**config.mk**
```make
export PLATFORM = sky130hd
export DESIGN_NAME = fifo_width_serializer
export DESIGN_NICKNAME = d
export VERILOG_FILES = /design/src/rtl/fifo_ser_pkg.sv /design/src/rtl/fifo_width_serializer.sv
export SDC_FILE = /design/constraint.sdc
export NUM_CORES = 1
export LEC_CHECK = 0
export ABC_AREA = 1
export CORE_UTILIZATION = 48
export DETAILED_ROUTE_END_ITERATION = 16
export GPL_TIMING_DRIVEN = 0
export PLACE_DENSITY = 0.85
export REMOVE_ABC_BUFFERS = 1
export SYNTH_ARGS = -nofsm -noshare
export SYNTH_HDL_FRONTEND = slang
export SYNTH_SLANG_ARGS = --single-unit
```
**constraint.sdc**
```tcl
create_clock -name clk -period 2.2 [get_ports clk]
set_input_delay 0.33 -clock clk [delete_from_list [all_inputs] [get_ports clk]]
set_output_delay 0.33 -clock clk [all_outputs]
set_load 0.01 [all_outputs]
```
**src/rtl/fifo_ser_pkg.sv**
```systemverilog
// Shared types for the FIFO width serializer.
// Holds the serializer FSM state encoding.
package fifo_ser_pkg;

  typedef enum logic [1:0] {
    IDLE  = 2'd0,
    FETCH = 2'd1,
    SEND  = 2'd2
  } ser_state_t;

endpackage

```
**src/rtl/fifo_width_serializer.sv**
```systemverilog
// Drains IN_WIDTH-bit FIFO words and emits them MSB-first as
// IN_WIDTH/OUT_WIDTH narrower beats on a valid/ready stream.
//
// Ports:
//   clk        rising-edge clock, shared with the FIFO
//   resetn     asynchronous active-low reset
//   fifo_empty FIFO empty flag
//   fifo_r_en  FIFO read enable (combinational)
//   fifo_d_out FIFO read data, valid the cycle after a read
//   m_valid    output beat valid
//   m_ready    downstream ready
//   m_data     output beat
//   m_last     final beat of a word
//   busy       high whenever the FSM is not idle
module fifo_width_serializer
  import fifo_ser_pkg::*;
#(
  parameter int IN_WIDTH  = 16,
  parameter int OUT_WIDTH = 4
) (
  input  logic                 clk,
  input  logic                 resetn,
  input  logic                 fifo_empty,
  output logic                 fifo_r_en,
  input  logic [IN_WIDTH-1:0]  fifo_d_out,
  output logic                 m_valid,
  input  logic                 m_ready,
  output logic [OUT_WIDTH-1:0] m_data,
  output logic                 m_last,
  output logic                 busy
);

  localparam int RATIO = IN_WIDTH / OUT_WIDTH;
  localparam int CNT_W = $clog2(RATIO);

  localparam logic [CNT_W-1:0] LAST_CNT = CNT_W'(RATIO - 1);

  generate
    if ((IN_WIDTH % OUT_WIDTH) != 0 || RATIO < 2) begin : g_bad_width
      $fatal(1, "fifo_width_serializer: bad IN_WIDTH/OUT_WIDTH");
    end
  endgenerate

  ser_state_t          state_q;
  ser_state_t          state_d;
  logic [IN_WIDTH-1:0] shreg_q;
  logic [CNT_W-1:0]    cnt_q;
  logic                fire;
  logic                last_beat;

  assign m_valid   = (state_q == SEND);
  assign busy      = (state_q != IDLE);
  assign fire      = m_valid && m_ready;
  assign last_beat = (cnt_q == LAST_CNT);
  assign m_last    = m_valid && last_beat;

  // Gated so the idle beat bus reads zero rather than the
  // stale final nibble of the previous word.
  assign m_data = m_valid ? shreg_q[IN_WIDTH-1 -: OUT_WIDTH]
                          : '0;

  // Reads only from IDLE or on the last-beat handshake, and
  // never into an empty FIFO: one pop per word.
  always_comb begin
    state_d   = state_q;
    fifo_r_en = 1'b0;
    unique case (state_q)
      IDLE: begin
        if (!fifo_empty) begin
          fifo_r_en = 1'b1;
          state_d   = FETCH;
        end
      end
      FETCH: begin
        state_d = SEND;
      end
      SEND: begin
        if (fire && last_beat) begin
          if (!fifo_empty) begin
            fifo_r_en = 1'b1;
            state_d   = FETCH;
          end else begin
            state_d = IDLE;
          end
        end
      end
      default: begin
        state_d = IDLE;
      end
    endcase
  end

  always_ff @(posedge clk or negedge resetn) begin
    if (!resetn) begin
      state_q <= IDLE;
      shreg_q <= '0;
      cnt_q   <= '0;
    end else begin
      state_q <= state_d;
      if (state_q == FETCH) begin
        shreg_q <= fifo_d_out;
        cnt_q   <= '0;
      end else if (fire && !last_beat) begin
        shreg_q <= shreg_q << OUT_WIDTH;
        cnt_q   <= cnt_q + CNT_W'(1);
      end
    end
  end

endmodule

```
==> impl_metrics.py <==
metrics = {
    "status": {
        "outcome": "completed",
    },
    "logic_synthesis": {
        "synth-main-ff-cell": "dfrtp_1",
        "ys_async_sr_fraction_pct": 100,
        "yosysWarnings": 0,
        "synth_common_cells": "nand2_1 (59), nand3_1 (32), dfrtp_1 (20)",
        "ys_seq_area_share_pct": 46.9,
        "synth-edff-count": 0,
        "yosys-top-cells-area": "dfrtp_1 (47%), nand2_1 (21%), nand3_1 (15%)",
        "yosysTopAreaCell": "dfrtp_1",
        "synth_seq_cells": 20,
        "synth.distinct_cells": 17,
        "netlist_area_mm2": 0.00107,
        "synth.most_common_cell": "nand2_1",
        "syn_area_per_cell_um2": 7.36,
        "synthCells": 145,
        "yosysTopAreaCellShare_pct": 46.9,
    },
    "global_route": {
        "grtUsageTotal_pct": 20.1,
        "grt_max_degree": 31,
        "grt_overflow": 0,
        "antenna_found_initial": 0,
        "grt_pass1_vias": 891,
        "grt_first_pass_wirelength_um": 3860,
    },
    "setup_path": {
        "r2r_slack_ns": 0.26,
        "endpoint_kind": "output port",
        "critPathTopFamily": "buffers and inverters",
        "crit_buf_inv": 3,
        "ff2ff_path_depth": 5,
        "crit_required_ns": 1.87,
        "worst-path-max-fanout": 13,
        "criticalPathCategory": "flip-flop to output port",
        "cp_slowest_cell": "clkdlybuf4s50_1",
        "r2r-end": "shreg_q[14]$_DFFE_PN0P_",
        "cp-start-kind": "flip-flop",
        "path_cells": "inv_4 -> nor2_4 -> inv_1 -> nor2_1 -> clkdlybuf4s50_1",
        "cpPeakStageDelay_ns": 0.54,
        "crit_arrival_ns": 1.71,
        "r2r_start": "state_q[0]$_DFFE_PN0P_",
    },
    "finish": {
        "antenna_cells": 0,
        "fin_cells": 199,
        "fin_nets": 194,
        "drive_above_1_share_pct": 8.14,
        "fin_util_pct": 68.8,
        "syn2layout_area_growth_pct": 30.2,
    },
    "timing": {
        "rsz0062_at_grt": "false",
        "final-setup-viol-count": 0,
        "worst_pin_slew_ns": 0.940,
        "final.min_clock_period_ns": 2.04,
        "whs_ns": 0.517,
        "finalHoldViolCount": 0,
        "finalSetupTns_ns": 0,
        "finalClockSkew_ns": 0.00108,
        "slew_headroom_pct": 37.2,
        "fmax_mhz": 489,
        "drv_slew": 0,
        "fin_crit_sh_pct": 92.9,
    },
    "detailed_routing": {
        "drt_iter0_drc": 17,
        "routed_wirelength_um": 2150,
        "vias_per_cell": 5.03,
        "drt_pass1_iterations": 5,
        "wl_per_cell_um": 10.8,
        "drc": 0,
        "detail-route-antenna-nets": 0,
        "num_vias": 1001,
    },
    "clock_network": {
        "htreeDepth": 1,
        "clkLatencyLatePin_ns": 0.30,
        "hold_buffers": 0,
        "clock_sinks": 20,
        "cts_tree": "yes",
        "clkTransAtPathRegs_ns": 0.11,
        "cts_buffers": 3,
        "root_buffer": "clkbuf_4",
        "clock_path_buffers": 2,
    },
    "floorplanning": {
        "die_x_um": 49.2,
        "top_level_ports": 28,
        "core_region_area_mm2": 0.00202,
        "fp.dieH_um": 49.2,
        "initial_utilization_pct": 52.8,
        "dieArea_mm2": 0.00242,
        "row_count": 16,
    },
    "placed_design": {
        "place_hpwl_um": 1460,
        "globalplace.congestion": 0.747,
        "dp.cells": 192,
        "io_buffer_count": 27,
    },
    "power_and_ir_drop": {
        "ir_drop_uv": 815,
        "p_per_area_mw_per_mm2": 1140,
        "leakagePower_nw": 0.745,
        "p_total_mw": 1.59,
    },
    "hold_path": {
        "hold_path.class": "input pin to asynchronous set/reset pin",
    },
    "job": {
        "drv_cap": 0,
    },
}
==> logic make-up after synthesis <==
group                      Yosys count  synth area share (%)
AOI/OAI and AO/OA                    2                 0.938
and+or+nand+nor                    104                  42.8
buffers and inverters               18                  8.21
DFF                                 20                  46.9
adders and majority gates            1                  1.17
==> flip-flops by register name, summed over array words and instances (netlist names) <==
name,cells
cnt_q,2
shreg_q,16
state_q,2
==> where the power goes <==
group	internal [mW]	switching, mW	leakage, nW
sequential	0.517	0.0912	0.258
clock	0.101	0.109	0.0210
combinational	0.320	0.448	0.466
==> final cells by class <==
class / count / area (um2)
multi-input cells: 107 / 479
clock buffers: 4 / 36.3
well taps: 27 / 33.8
repair buffers: 30 / 295
fillers: 176 / 632
inverters: 11 / 43.8
flip-flops and latches: 20 / 502
==> layer usage <==
metal  vias up  part of all wire [%]  wire, um  GRT usage, %
met5         -                     0         0             0
met4         0                  0.47        10          5.88
met3         2                   4.7       102          2.49
met2        31                    49      1060          32.0
met1       458                    45       972          28.7
li1        510                     -         -             -
==> repair_timing <==
action / CTS / global route
endpoints found under the hold margin: 0 / 0
pin swaps: 1 / 0
gates cloned: 0 / 0
setup buffers: 3 / 0
gates resized for setup: 1 / 2
endpoints found under the setup margin: 6 / 3
==> metrics by stage <==
stage | instance area (um2) | worst slack, ns
global route | 1390 | 0.000535
CTS | 1390 | 0.00976
global placement | 1330 | 0.155
floorplan | 1020 | 0.645
detailed placement | 1330 | 0.0892
finish | 1390 | 0.155
==> layout by cell type, fill, tap and decap left out <==
cell,n
or2_2,1
nand2_4,1
inv_1,10
nand2_1,59
inv_4,1
nand2_2,1
ha_1,1
dfrtp_1,19
dfrtp_2,1
nor2_1,7
dlymetal6s2s_1,1
clkbuf_8,1
nand3_1,32
buf_4,3
nor2_2,1
nor2_4,1
o21ai_0,2
clkdlybuf4s50_1,26
clkbuf_4,3
nand3b_1,1
==> how the worst max path moves through the flow <==
stage	slack [ns]	from	end	cells after the start
3_3_place_gp	0.16	state_q[0]$_DFFE_PN0P_	fifo_r_en	4
4_1_cts	0.01	state_q[1]$_DFFE_PN0P_	fifo_r_en	5
6_report	0.16	state_q[1]$_DFFE_PN0P_	m_data[2]	5
5_1_grt	0.0005	state_q[1]$_DFFE_PN0P_	m_data[2]	5
3_5_place_dp	0.09	state_q[0]$_DFFE_PN0P_	fifo_r_en	4
2_1_floorplan	0.64	state_q[0]$_DFFE_PN0P_	shreg_q[10]$_DFFE_PN0P_	4
(Power assumes the default switching activity.)
